$ cat src/rtl/pipe_ctrl_if.sv
// Pipeline control bus: stall requests and commit events in, per-stage
// hold/flush controls, fetch redirect and statistics out.
interface pipe_ctrl_if;
  logic        icache_stall_i;
  logic        id_stallreq_i;
  logic        ex_stallreq_i;
  logic        dcache_stall_i;
  logic        exc_valid_i;
  logic        eret_i;
  logic [31:0] epc_i;
  logic [4:0]  stall_o;
  logic [4:0]  flush_o;
  logic        pc_flush_o;
  logic [31:0] flush_pc_o;
  logic        redirect_pending_o;
  logic [31:0] stall_cycles_o;
  logic [15:0] flush_count_o;

  // Pipeline side: drives requests/events, consumes controls.
  modport master (
    output icache_stall_i, id_stallreq_i, ex_stallreq_i, dcache_stall_i,
           exc_valid_i, eret_i, epc_i,
    input  stall_o, flush_o, pc_flush_o, flush_pc_o, redirect_pending_o,
           stall_cycles_o, flush_count_o
  );

  // Controller side.
  modport slave (
    input  icache_stall_i, id_stallreq_i, ex_stallreq_i, dcache_stall_i,
           exc_valid_i, eret_i, epc_i,
    output stall_o, flush_o, pc_flush_o, flush_pc_o, redirect_pending_o,
           stall_cycles_o, flush_count_o
  );
endinterface

$ cat src/rtl/pipe_ctrl.sv
// Five-stage pipeline controller: resolves stall requests into per-stage
// hold/bubble controls and redirects fetch on exception/ERET commit. When the
// icache is busy at redirect time the target is parked in HOLD until fetch
// can accept it.
module pipe_ctrl #(
  parameter logic [31:0] EXC_VECTOR = 32'hBFC00380
) (
  input logic        clk,
  input logic        rst_n,
  pipe_ctrl_if.slave bus
);

  typedef enum logic {IDLE, HOLD} state_t;

  state_t      r_state;
  logic [31:0] r_hold_pc;
  logic [31:0] r_stall_cyc;
  logic [15:0] r_flush_cnt;

  logic        w_ev;
  logic [31:0] w_target;
  logic [4:0]  w_stall;
  logic [4:0]  w_flush;
  logic        w_pcf;
  logic [31:0] w_fpc;

  // Exception takes priority over ERET when both commit together.
  assign w_ev     = bus.exc_valid_i | bus.eret_i;
  assign w_target = bus.exc_valid_i ? EXC_VECTOR : bus.epc_i;

  // Stall/flush/redirect decode; everything forced quiet while in reset.
  always_comb begin
    w_stall = 5'b0;
    w_flush = 5'b0;
    w_pcf   = 1'b0;
    w_fpc   = 32'h0;
    if (!rst_n) begin
      w_stall = 5'b0;
    end else if (w_ev) begin
      // Redirect kills IF..MEM; only the fetch stage may still be held.
      w_pcf      = 1'b1;
      w_fpc      = w_target;
      w_flush    = 5'b01111;
      w_stall[0] = bus.icache_stall_i;
    end else if (r_state == HOLD) begin
      // Keep presenting the parked target; IF/ID stay cleared until accepted.
      w_pcf      = 1'b1;
      w_fpc      = r_hold_pc;
      w_flush    = 5'b00011;
      w_stall[0] = bus.icache_stall_i;
      if (bus.dcache_stall_i)     w_stall[3:1] = 3'b111;
      else if (bus.ex_stallreq_i) w_stall[3:1] = 3'b011;
      else if (bus.id_stallreq_i) w_stall[3:1] = 3'b001;
    end else begin
      // Highest requesting stage freezes itself and everything upstream,
      // and sends a bubble into the stage just below it.
      if (bus.dcache_stall_i) begin
        w_stall = 5'b01111; w_flush = 5'b10000;
      end else if (bus.ex_stallreq_i) begin
        w_stall = 5'b00111; w_flush = 5'b01000;
      end else if (bus.id_stallreq_i) begin
        w_stall = 5'b00011; w_flush = 5'b00100;
      end else if (bus.icache_stall_i) begin
        w_stall = 5'b00001; w_flush = 5'b00010;
      end
    end
  end

  // Redirect state: park target while icache is busy, newest event wins.
  always_ff @(posedge clk or negedge rst_n) begin
    if (!rst_n) begin
      r_state   <= IDLE;
      r_hold_pc <= 32'h0;
    end else if (w_ev) begin
      r_hold_pc <= w_target;
      r_state   <= bus.icache_stall_i ? HOLD : IDLE;
    end else if (r_state == HOLD && !bus.icache_stall_i) begin
      r_state   <= IDLE;
    end
  end

  // Statistics: stall cycles wrap, redirect count saturates.
  always_ff @(posedge clk or negedge rst_n) begin
    if (!rst_n) begin
      r_stall_cyc <= 32'h0;
      r_flush_cnt <= 16'h0;
    end else begin
      if (|w_stall) r_stall_cyc <= r_stall_cyc + 32'd1;
      if (w_ev && r_flush_cnt != 16'hFFFF) r_flush_cnt <= r_flush_cnt + 16'd1;
    end
  end

  assign bus.stall_o            = w_stall;
  assign bus.flush_o            = w_flush;
  assign bus.pc_flush_o         = w_pcf;
  assign bus.flush_pc_o         = w_fpc;
  assign bus.redirect_pending_o = (r_state == HOLD);
  assign bus.stall_cycles_o     = r_stall_cyc;
  assign bus.flush_count_o      = r_flush_cnt;

endmodule

$ cat src/flat_wrapper.sv
// flat-port wrapper written by rule: the top's interface ports become plain ports
module pipe_ctrl_flat 
#(
  parameter logic [31:0] EXC_VECTOR = 32'hBFC00380
)
  (clk, rst_n, bus_icache_stall_i, bus_id_stallreq_i, bus_ex_stallreq_i, bus_dcache_stall_i, bus_exc_valid_i, bus_eret_i, bus_epc_i, bus_stall_o, bus_flush_o, bus_pc_flush_o, bus_flush_pc_o, bus_redirect_pending_o, bus_stall_cycles_o, bus_flush_count_o);
  pipe_ctrl_if bus_i ();
  input logic clk;
  input logic rst_n;
  input wire logic [$bits(bus_i.icache_stall_i)-1:0] bus_icache_stall_i;
  input wire logic [$bits(bus_i.id_stallreq_i)-1:0] bus_id_stallreq_i;
  input wire logic [$bits(bus_i.ex_stallreq_i)-1:0] bus_ex_stallreq_i;
  input wire logic [$bits(bus_i.dcache_stall_i)-1:0] bus_dcache_stall_i;
  input wire logic [$bits(bus_i.exc_valid_i)-1:0] bus_exc_valid_i;
  input wire logic [$bits(bus_i.eret_i)-1:0] bus_eret_i;
  input wire logic [$bits(bus_i.epc_i)-1:0] bus_epc_i;
  output wire logic [$bits(bus_i.stall_o)-1:0] bus_stall_o;
  output wire logic [$bits(bus_i.flush_o)-1:0] bus_flush_o;
  output wire logic [$bits(bus_i.pc_flush_o)-1:0] bus_pc_flush_o;
  output wire logic [$bits(bus_i.flush_pc_o)-1:0] bus_flush_pc_o;
  output wire logic [$bits(bus_i.redirect_pending_o)-1:0] bus_redirect_pending_o;
  output wire logic [$bits(bus_i.stall_cycles_o)-1:0] bus_stall_cycles_o;
  output wire logic [$bits(bus_i.flush_count_o)-1:0] bus_flush_count_o;
  assign bus_i.icache_stall_i = bus_icache_stall_i;
  assign bus_i.id_stallreq_i = bus_id_stallreq_i;
  assign bus_i.ex_stallreq_i = bus_ex_stallreq_i;
  assign bus_i.dcache_stall_i = bus_dcache_stall_i;
  assign bus_i.exc_valid_i = bus_exc_valid_i;
  assign bus_i.eret_i = bus_eret_i;
  assign bus_i.epc_i = bus_epc_i;
  assign bus_stall_o = bus_i.stall_o;
  assign bus_flush_o = bus_i.flush_o;
  assign bus_pc_flush_o = bus_i.pc_flush_o;
  assign bus_flush_pc_o = bus_i.flush_pc_o;
  assign bus_redirect_pending_o = bus_i.redirect_pending_o;
  assign bus_stall_cycles_o = bus_i.stall_cycles_o;
  assign bus_flush_count_o = bus_i.flush_count_o;
  pipe_ctrl #(.EXC_VECTOR(EXC_VECTOR)) u_core (.clk(clk), .rst_n(rst_n), .bus(bus_i));
endmodule
$ cat config.mk
export PLATFORM = sky130hd
export DESIGN_NAME = pipe_ctrl_flat
export DESIGN_NICKNAME = d
export VERILOG_FILES = /design/src/rtl/pipe_ctrl_if.sv /design/src/rtl/pipe_ctrl.sv /design/src/flat_wrapper.sv
export SDC_FILE = /design/constraint.sdc
export NUM_CORES = 1
export LEC_CHECK = 0
export CORE_ASPECT_RATIO = 1.2
export CORE_MARGIN = 5
export CORE_UTILIZATION = 47
export CTS_CLUSTER_SIZE = 30
export DETAILED_ROUTE_END_ITERATION = 10
export PLACE_DENSITY = 0.81
export SYNTH_ARGS = -nofsm -noshare
export SYNTH_HDL_FRONTEND = slang
export SYNTH_SLANG_ARGS = --single-unit
$ cat constraint.sdc
create_clock -name clk -period 2.01 [get_ports clk]
set_input_delay 0.3015 -clock clk [delete_from_list [all_inputs] [get_ports clk]]
set_output_delay 0.3015 -clock clk [all_outputs]
set_load 0.05 [all_outputs]
==> results.ini, run 1 <==
[sta]
fin_crit_sh=0.969
fin_crit_ns=1.95
slew_viol_final=0
fin_skew_ns=0.00802
whs_ns=-0.0458
tightestPinTransition_ns=0.556
setup_viol=0
fmax_mhz=514
hold_viol=53
slew_headroom=0.626
rsz0062_at_grt=no

[drt]
vias_per_cell=5.30
drtIter0Drc=137
wl_per_cell_um=16.5
wl_met2_um=5090
wl_met3_um=768
drtPass1Iterations=4
wirelength_um=10600
ant_nets=0
top_layer_used=met4
wirelength_met1_um=4500
vias=3406
drcViolationCount=0

[synthesis]
synth_seq_cells=81
yosysTopAreaCell=dfrtp_1
syn_inst=385
synth_top_area_frac=0.495
synth_cell_type_count=47
yosysWarnings=0
syn-num-nets=427
synth_area_leaders=dfrtp_1 (50%), xor2_1 (4.9%), mux2i_1 (4.9%)
synth_edf_count=0
avgSynthCellArea_um2=10.6
ys.flop_type=dfrtp_1
syn_area_um2=4090
yosysMostFrequentCell=dfrtp_1
synth_common_cells=dfrtp_1 (81), nor3_1 (32), nor2_1 (31)
ys_seq_area_frac=0.495
synthArstFlopShare=1.00

[setup_path]
crit_path_max_fanout=6
path_cells=clkdlybuf4s50_1
crit_type=flip-flop to output port
cp_num_buf_inv=1
start_kind=flip-flop
slowest_stage=clkdlybuf4s50_1
cp.arrival_ns=1.65
max_stage_delay_ns=0.84
required_ns=1.71
cp-end-kind=output port
critPathTopFamily=buffers and inverters

[floorplanning]
dieArea_um2=10700
die_height_um=112
coreArea_um2=8560
ios=132
die_w_um=95.2
num_rows=37
initial_utilization=0.478

[global_routing]
antenna_found_initial=0
grt_max_degree=63
overflow=0
track_usage=0.203
grt_pass1_wl_um=17400
grt_pass1_vias=3504

[pwr]
p_comb_frac=0.367
ir_worst_vdd_uv=991
p_leak_nw=2.72
power_density_nw_per_um2=872
power_w=0.00531
clock_power_share=0.245
sw_frac_of_total=0.381
switchingPower_w=0.00202
intPower_w=0.00329
p_seq_frac=0.389

[cts]
cts_max_path_buffers=2
cts_buffers=9
cts_root_buf=clkbuf_8
htree_levels=3
clk_latency_ns=0.34
clock_sinks=81
clk_pin_slew_ns=0.08
cts_tree=yes
postCtsSetupBuffers=0

[run_status]
status=finished, violations left
violations=hold timing

[finish]
final_cells=643
syn_to_final_growth_pct=48.8
fin_util=0.711
n_antenna_cell=0
nets=563
final_layout_size_suffix_gt1_frac=0.274

[placed_design]
dpl.cell_count=626
io_buffers=130
gp_congestion=0.776
dp_hpwl_um=7620

[flow_run]
timing.max_cap.violations=0

[min_path]
hold_path_class=primary input to asynchronous set/reset pin

[state kept, by name, summed over array words and instances, names as in the netlist]
register,cells
u_core.bus.stall_cycles_o,32
u_core.bus.flush_count_o,16
u_core.bus.redirect_pending_o,1
u_core.r_hold_pc,32
[stage by stage]
step	setup TNS (ns)	area, um^2	worst slack (ns)
floorplan	-1.12	4350	-0.220
global placement	0	5820	0.0376
detailed placement	-0.0478	5820	-0.0119
CTS	0	6040	0.00292
global route	0	6090	0.00441
finish	0	6090	0.0629
[layout make-up]
cell class | count | area [um^2]
clock buffers | 11 | 141
well taps | 117 | 146
fillers | 601 | 2480
clock inverters | 5 | 78.8
multi-input cells | 272 | 2130
flip-flops and latches | 81 | 2030
inverters | 4 | 18.8
repair buffers | 153 | 1540
[final timing paths]
check                                                     startpoint                                   endpoint  slack (ns)  cells after the start
setup / recovery            u_core.bus.flush_count_o[11]$_DFFE_PN0P_                      bus_flush_count_o[11]        0.06                      1
max in group asynchronous                                      rst_n           u_core.r_hold_pc[17]$_DFFE_PN0P_        1.36                      3
min in group clk                                     bus_exc_valid_i  u_core.bus.redirect_pending_o$_DFFE_PN0P_        0.46                      3
hold reg to reg            u_core.bus.stall_cycles_o[31]$_DFFE_PN0P_  u_core.bus.stall_cycles_o[31]$_DFFE_PN0P_        0.47                      1
setup reg to reg             u_core.bus.flush_count_o[0]$_DFFE_PN0P_   u_core.bus.flush_count_o[10]$_DFFE_PN0P_        0.17                      5
hold / removal                                                 rst_n    u_core.bus.flush_count_o[4]$_DFFE_PN0P_       -0.05                      2
[power groups by stage]
stage | combinational (W) | clock, W | sequential, W
global placement | 0.00192 | 0 | 0.00208
finish | 0.00195 | 0.00130 | 0.00207
global route | 0.00205 | 0.00142 | 0.00210
floorplan | 0.000702 | 0 | 0.00260
CTS | 0.00196 | 0.00134 | 0.00206
detailed placement | 0.00195 | 0 | 0.00209
[kinds of logic (layout without fill, tap and decap cells)]
logic type               count (synthesis)  in the layout  synth area share
AND/OR/NAND/NOR                        170            170             0.242
AO/OA/AOI/OAI                           32             32            0.0618
adder cells (fa/ha/maj)                  2              2           0.00611
flip-flops                              81             81             0.495
multiplexers                            26             26            0.0654
buffers and inverters                   32            173            0.0410
other                                    1              1          0.000916
XOR/XNOR                                41             41            0.0877
[placed cells by master (no fill, tap or decap), types with 3 or more instances in the layout]
cell type	count
clkdlybuf4s50_1	79
dfrtp_1	77
buf_4	53
nor2_1	31
xor2_1	23
mux2i_1	20
nand2_1	18
xnor2_1	18
nor2b_1	17
nand3_1	17
nor3_2	13
nor3_4	13
a211o_1	12
nor3_1	12
buf_12	12
clkbuf_8	10
nor2b_2	8
nand4_1	7
and3_1	6
and4_1	6
dlymetal6s2s_1	6
mux2_2	5
nor4_2	5
o211ai_1	4
dfrtp_2	4
o21a_1	3
nor4_1	3
inv_1	3
o21ai_0	3
[metal layers]
metal	up-vias	track usage
met2	108	0.323
met1	1659	0.264
met3	16	0.0449
met4	0	0.0857
li1	1623	-
met5	-	0
[repair_timing]
item                                    4_1_cts  5_1_grt
hold endpoints to repair                     53       53
resized for setup                             0        7
endpoints found under the setup margin        0       12
Power figures use the tool's default switching activity.
==> run 2, diff against run 1 <==
--- a/config.mk
+++ b/config.mk
@@ -5,12 +5,15 @@
 export SDC_FILE = /design/constraint.sdc
 export NUM_CORES = 1
 export LEC_CHECK = 0
+export CELL_PAD_IN_SITES_DETAIL_PLACEMENT = 0
+export CELL_PAD_IN_SITES_GLOBAL_PLACEMENT = 1
 export CORE_ASPECT_RATIO = 1.2
 export CORE_MARGIN = 5
-export CORE_UTILIZATION = 47
+export CORE_UTILIZATION = 35
 export CTS_CLUSTER_SIZE = 30
 export DETAILED_ROUTE_END_ITERATION = 10
-export PLACE_DENSITY = 0.81
+export PLACE_DENSITY = 0.8
+export SKIP_LAST_GASP = 1
 export SYNTH_ARGS = -nofsm -noshare
 export SYNTH_HDL_FRONTEND = slang
 export SYNTH_SLANG_ARGS = --single-unit
==> constraint.sdc (replaced) <==
create_clock -name clk -period 1.8 [get_ports clk]
set_input_delay 0.27 -clock clk [delete_from_list [all_inputs] [get_ports clk]]
set_output_delay 0.27 -clock clk [all_outputs]
set_load 0.05 [all_outputs]
==> run 2 against run 1 <==
  * The run ends with setup timing left
  * Design area rose by 17%
  * Sequential share of layout area down 4.4 points
  * First-iteration DRC count decreased by 10%
  * Critical path depth rose by 4
  * Non-clock buffer count increased by 30
  * Clock power rose by 65%
  * Global-route usage is 2.8 points lower
  * Utilization down 9.1 points
  * Via count is 3.0% higher
  * Sequential power increased by 13%
  * Largest cell class unchanged
==> results.ini, run 2 (synthesis results as in run 1) <==
[run_status]
status=finished, violations left
violations=setup timing

[floorplanning]
die_w_um=109  ; +14%
coreArea_um2=11500  ; +34%
num_rows=43  ; +16%
dieArea_um2=14000  ; +31%
initial_utilization=0.355  ; -0.122
die_height_um=128  ; +14%
ios=132  ; unchanged

[sta]
slew_headroom=0.576  ; -0.0504
fmax_mhz=530
slew_viol_final=0  ; unchanged
fin_skew_ns=0.00789  ; -0.000131 ns
setup_viol=27  ; +27
tightestPinTransition_ns=0.634  ; +0.0777 ns
rsz0062_at_grt=yes
fin_crit_ns=1.89
setup_ws_ns=-0.0852  ; -0.148 ns
setup-tns-final_ns=-1.60  ; -1.60 ns
fin_crit_sh=1.05
hold_viol=0  ; -100%

[finish]
mostFrequentLayoutCells=buf_4 (89), dfrtp_1 (52), buf_12 (50)
final_layout_size_suffix_gt1_frac=0.478  ; +0.205
nets=593  ; +5.3%
syn_to_final_growth_pct=74.3
final_cells=713  ; +11%
n_antenna_cell=0  ; unchanged
n_fill_cell=936  ; +56%
final_common_cell=buf_4
seqCellArea_um2=2070  ; +1.7%
multiInputGateArea_um2=2370  ; +11%

[cts]
clk_pin_slew_ns=0.06  ; -0.02 ns
cts_tree=yes
htree_levels=3  ; unchanged
clk_latency_ns=0.34  ; about the same
cts_root_buf=clkbuf_16
clock_sinks=81  ; unchanged
cts_max_path_buffers=2  ; unchanged
cts_buffers=9  ; unchanged

[placed_design]
dpl.cell_count=687  ; +9.7%
dp_hpwl_um=8500  ; +12%
io_buffers=130  ; unchanged
gp_congestion=0.824  ; +6.1%

[drt]
drcViolationCount=0  ; unchanged
drtPass1Iterations=6  ; +2
ant_nets=0  ; unchanged
vias_per_cell=4.92  ; -7.1%
drtIter0Drc=123  ; -10%
wirelength_um=11600  ; +9.4%
vias=3509  ; +3.0%
wl_per_cell_um=16.2  ; -1.4%

[setup_path]
crit_type=flip-flop to output port
reg2regPathDepth=6  ; +1
cp-end-kind=output port
start_kind=flip-flop
cp.arrival_ns=1.62  ; -0.03 ns
slowest_stage=dfrtp_4
required_ns=1.53  ; -0.18 ns
crit_top_cell=buf_12
max_stage_delay_ns=0.51  ; -0.33 ns
r2r-start=u_core.bus.flush_count_o[1]$_DFFE_PN0P_
r2r_setup_slack_ns=0.08  ; -0.09 ns
path_cells=o21ai_4 > buf_12 > buf_12 > nor3_4 > buf_12
r2r_end=u_core.bus.flush_count_o[1]$_DFFE_PN0P_
crit_path_max_fanout=8  ; +2

[pwr]
power_w=0.00690  ; +30%
ir_worst_vdd_uv=868  ; -12%
power_density_nw_per_um2=968  ; +11%
switchingPower_w=0.00246  ; +22%
clock_power_share=0.312  ; +0.067
p_comb_frac=0.349  ; -0.018
intPower_w=0.00444  ; +35%
sw_frac_of_total=0.356  ; -0.0243
p_leak_nw=3.16  ; +16%
p_seq_frac=0.339  ; -0.050

[flow_run]
timing.max_cap.violations=0  ; unchanged

[global_routing]
grt_pass1_vias=3789  ; +8.1%
grt_pass1_wl_um=19100  ; +10%
antenna_found_initial=0  ; unchanged
grt_max_degree=42  ; -33%
track_usage=0.175  ; -0.0278
overflow=0  ; unchanged

[min_path]
hold_path_class=primary input to asynchronous set/reset pin

[run 2: changes by cell type in the layout (fill, tap and decap cells not counted), moves of 9 or more]
cell,delta
buf_12,+38
buf_4,+36
clkbuf_8,-9
clkdlybuf4s50_1,-46
dfrtp_1,-25
dfrtp_2,+24
nor2b_4,+10
nor3_4,+9
[run 2: through the flow]
stage,hold slack (ns),utilization,area (um^2),setup slack [ns]
2_1_floorplan,-0.0256,-,4610,-0.102
6_report,0.0451,0.619,7130,-0.0852
3_3_place_gp,0.233,0.572,6590,-0.116
4_1_cts,0.0692,0.613,7060,-0.0949
5_1_grt,0.0836,0.619,7130,-0.135
3_5_place_dp,0.239,0.572,6590,-0.137
[run 2: critical path: cells and delay by family, from the launching register on]
family | cells | cell delay, ns
and+or+nand+nor | 1 | 0.05
DFF | 1 | 0.51
buffers and inverters | 3 | 0.50
AOI/OAI and AO/OA | 1 | 0.21
[run 2: layout make-up]
type	count	share of cell area
repair buffers	183	0.298
well taps	157	0.0275
inverters	4	0.00263
clock buffers	10	0.0335
clock inverters	6	0.0160
multi-input cells	272	0.333
flip-flops and latches	81	0.290
[run 2: layer usage]
| layer | GRT usage | vias up | wire length, um |
|---|---|---|---|
| li1 | - | 1681 | - |
| met1 | 0.208 | 1707 | 4660 |
| met2 | 0.298 | 106 | 5940 |
| met3 | 0.0502 | 15 | 762 |
| met4 | 0.0691 | 0 | 225 |
| met5 | 0 | - | 0 |
[run 2: how the worst max path moves through the flow]
| stage | start | end | slack, ns | depth (start not counted) |
|---|---|---|---|---|
| floorplan | bus_exc_valid_i | bus_flush_o[0] | -0.10 | 6 |
| global placement | bus_dcache_stall_i | bus_flush_o[1] | -0.12 | 5 |
| detailed placement | bus_ex_stallreq_i | bus_flush_o[1] | -0.14 | 5 |
| CTS | u_core.bus.redirect_pending_o$_DFFE_PN0P_ | bus_flush_pc_o[1] | -0.09 | 5 |
| global route | u_core.bus.redirect_pending_o$_DFFE_PN0P_ | bus_flush_pc_o[1] | -0.13 | 5 |
| finish | u_core.bus.redirect_pending_o$_DFFE_PN0P_ | bus_flush_pc_o[1] | -0.09 | 5 |
[run 2: repair_timing]
| item | CTS | global route |
|---|---|---|
| buffers inserted | 6 | 5 |
| pin swaps | 2 | 17 |
| hold buffers | 1 | 0 |
| resized for setup | 10 | 19 |
| cloned | 1 | 0 |
| hold endpoints to repair | 13 | 0 |
| setup endpoints to repair | 32 | 45 |
[run 2: power by group through the flow]
| stage | Sequential (W) | Clock, W | Combinational, W |
|---|---|---|---|
| after floorplan | 0.00295 | 0 | 0.000862 |
| after global placement | 0.00237 | 0 | 0.00234 |
| after detailed placement | 0.00238 | 0 | 0.00236 |
| after CTS | 0.00234 | 0.00221 | 0.00241 |
| after global routing | 0.00238 | 0.00229 | 0.00254 |
| final | 0.00234 | 0.00215 | 0.00241 |
==> run 3, diff against run 2 <==
--- a/config.mk
+++ b/config.mk
@@ -8,7 +8,6 @@
 export CELL_PAD_IN_SITES_DETAIL_PLACEMENT = 0
 export CELL_PAD_IN_SITES_GLOBAL_PLACEMENT = 1
 export CORE_ASPECT_RATIO = 1.2
-export CORE_MARGIN = 5
 export CORE_UTILIZATION = 35
 export CTS_CLUSTER_SIZE = 30
 export DETAILED_ROUTE_END_ITERATION = 10
==> run 3 against run 2 <==
  * The run still ends with setup timing left
  * Die area down 13%
  * Fmax increased by 3.9%
  * Via count up 1.5%
  * Hold slack got worse by 0.027 ns
  * Power grew 0.36%
  * Critical endpoint is now bus_flush_pc_o[2]
  * Largest cell class unchanged
==> results.ini, run 3 (synthesis results as in run 1) <==
[run_status]
status=finished, violations left
violations=setup timing

[drt]
drtPass1Iterations=4  ; -2
top_layer_used=met4
vias=3563  ; +1.5%
wl_met2_um=5600  ; -5.7%
wirelength_met1_um=5070  ; +8.8%
wl_per_cell_um=15.6  ; -4.1%
wirelength_um=11400  ; -1.8%
wl_met3_um=564  ; -26%
drcViolationCount=0  ; unchanged
vias_per_cell=4.88  ; -0.83%
drtIter0Drc=95  ; -23%
ant_nets=0  ; unchanged

[pwr]
power_w=0.00693  ; +0.36%
power_density_nw_per_um2=954  ; -1.5%
p_leak_nw=3.24  ; +2.6%
ir_worst_vdd_uv=1230  ; +41%

[sta]
fmax_mhz=551  ; +3.9%
slew_viol_final=0  ; unchanged
setup_viol=13  ; -52%
hold_viol=0  ; unchanged
rsz0062_at_grt=yes
whs_ns=0.0179  ; -0.0272 ns
fin_crit_ns=1.81  ; -0.0716 ns
fin_crit_sh=1.01  ; -0.0398
fin_skew_ns=0.00489  ; -0.00301 ns
tightestPinTransition_ns=0.751  ; +0.118 ns
setup_ws_ns=-0.0136  ; +0.0716 ns
slew_headroom=0.499  ; -0.0770

[floorplanning]
die_w_um=101  ; -7.4%
die_height_um=120  ; -6.2%
num_rows=42  ; -2.3%
coreArea_um2=11200  ; -2.8%
ios=132  ; unchanged
dieArea_um2=12100  ; -13%
initial_utilization=0.366  ; +0.0102

[setup_path]
required_ns=1.53  ; about the same
cp-end-kind=output port
path_cells=o21ai_4 > buf_12 > buf_12 > nor3_4 > buf_12
start_kind=flip-flop
reg2regPathDepth=6  ; unchanged
r2r-start=u_core.bus.flush_count_o[1]$_DFFE_PN0P_
max_stage_delay_ns=0.48  ; -0.03 ns
cp.arrival_ns=1.54  ; -0.08 ns
crit_path_max_fanout=7  ; -1
crit_type=flip-flop to output port
crit_top_cell=buf_12
r2r_setup_slack_ns=0.06  ; -0.02 ns
slowest_stage=dfrtp_4
r2r_end=u_core.bus.flush_count_o[1]$_DFFE_PN0P_

[cts]
cts_tree=yes
cts_root_buf=clkbuf_16
clock_sinks=81  ; unchanged
htree_levels=3  ; unchanged
cts_max_path_buffers=2  ; unchanged
clk_pin_slew_ns=0.06  ; about the same
cts_buffers=9  ; unchanged
clk_latency_ns=0.34  ; about the same

[finish]
n_antenna_cell=0  ; unchanged
final_layout_size_suffix_gt1_frac=0.498  ; +0.0198
seqCellArea_um2=2070  ; unchanged
syn_to_final_growth_pct=77.5
nets=613  ; +3.4%
n_fill_cell=910  ; -2.8%
fin_util=0.649  ; +0.0295
multiInputGateArea_um2=2350  ; -1.0%
mostFrequentLayoutCells=buf_4 (107), buf_12 (52), dfrtp_1 (52)
final_common_cell=buf_4

[placed_design]
io_buffers=130  ; unchanged
dp_hpwl_um=7960  ; -6.3%
gp_congestion=0.819  ; -0.62%

[global_routing]
grt_pass1_wl_um=18500  ; -3.3%
track_usage=0.196  ; +0.0216
antenna_found_initial=0  ; unchanged
grt_pass1_vias=3694  ; -2.5%
overflow=0  ; unchanged
grt_max_degree=58  ; +38%

[min_path]
hold_path_class=primary input to asynchronous set/reset pin

[flow_run]
timing.max_cap.violations=0  ; unchanged

-- run 3: cell count changes in the layout (fill, tap and decap cells not counted), moves of 2 or more --
cell,delta
buf_8,-2
clkdlybuf4s50_1,+3
buf_12,+2
buf_4,+18
-- run 3: area by class of cell --
cell class / count / area share
clock inverter: 6 / 0.0124
clock buffer: 10 / 0.0329
tap: 154 / 0.0265
multi-input combinational: 272 / 0.324
timing repair buffer: 203 / 0.317
sequential: 81 / 0.284
inverter: 4 / 0.00258
-- run 3: report_power, final --
group | total (W) | internal [W] | switching, W
registers | 0.00231 | 0.00207 | 0.000238
clock network | 0.00202 | 0.00126 | 0.000760
logic | 0.00259 | 0.00109 | 0.00151
-- run 3: through the flow --
stage	cell area [um^2]	worst slack, ns	TNS [ns]	cells
3_3_place_gp	6710	-0.146	-1.42	701
4_1_cts	7220	-0.0553	-1.11	726
5_1_grt	7260	-0.0645	-1.18	730
6_report	7260	-0.0136	-0.0938	730
3_5_place_dp	6710	-0.161	-2.00	701
2_1_floorplan	4610	-0.102	-0.317	385
-- run 3: metal layers --
layer	vias up	GRT usage
li1	1724	-
met1	1725	0.259
met2	102	0.327
met3	12	0.0387
met4	0	0.0571
met5	-	0
-- run 3: worst max path at each step --
stage	depth (start not counted)	from	to	slack [ns]
global placement	6	bus_dcache_stall_i	u_core.bus.stall_cycles_o[28]$_DFFE_PN0P_	-0.15
global route	5	u_core.bus.redirect_pending_o$_DFFE_PN0P_	bus_flush_pc_o[2]	-0.06
detailed placement	6	bus_dcache_stall_i	u_core.bus.stall_cycles_o[18]$_DFFE_PN0P_	-0.16
floorplan	6	bus_exc_valid_i	bus_flush_o[0]	-0.10
finish	5	u_core.bus.redirect_pending_o$_DFFE_PN0P_	bus_flush_pc_o[2]	-0.01
CTS	5	u_core.bus.redirect_pending_o$_DFFE_PN0P_	bus_flush_pc_o[1]	-0.06
-- run 3: worst max-delay path: cells and delay by family, from the launching register on --
kind,cells,cell delay (ns)
simple gates,1,0.05
compound gates,1,0.20
flops,1,0.48
buf+inv,3,0.47
-- run 3: repair_timing --
item,in CTS,in global routing
hold endpoints to repair,24,0
pin swaps,16,5
hold buffers,1,0
cloned,2,0
resized for setup,15,7
setup endpoints to repair,30,45
buffers inserted,6,5
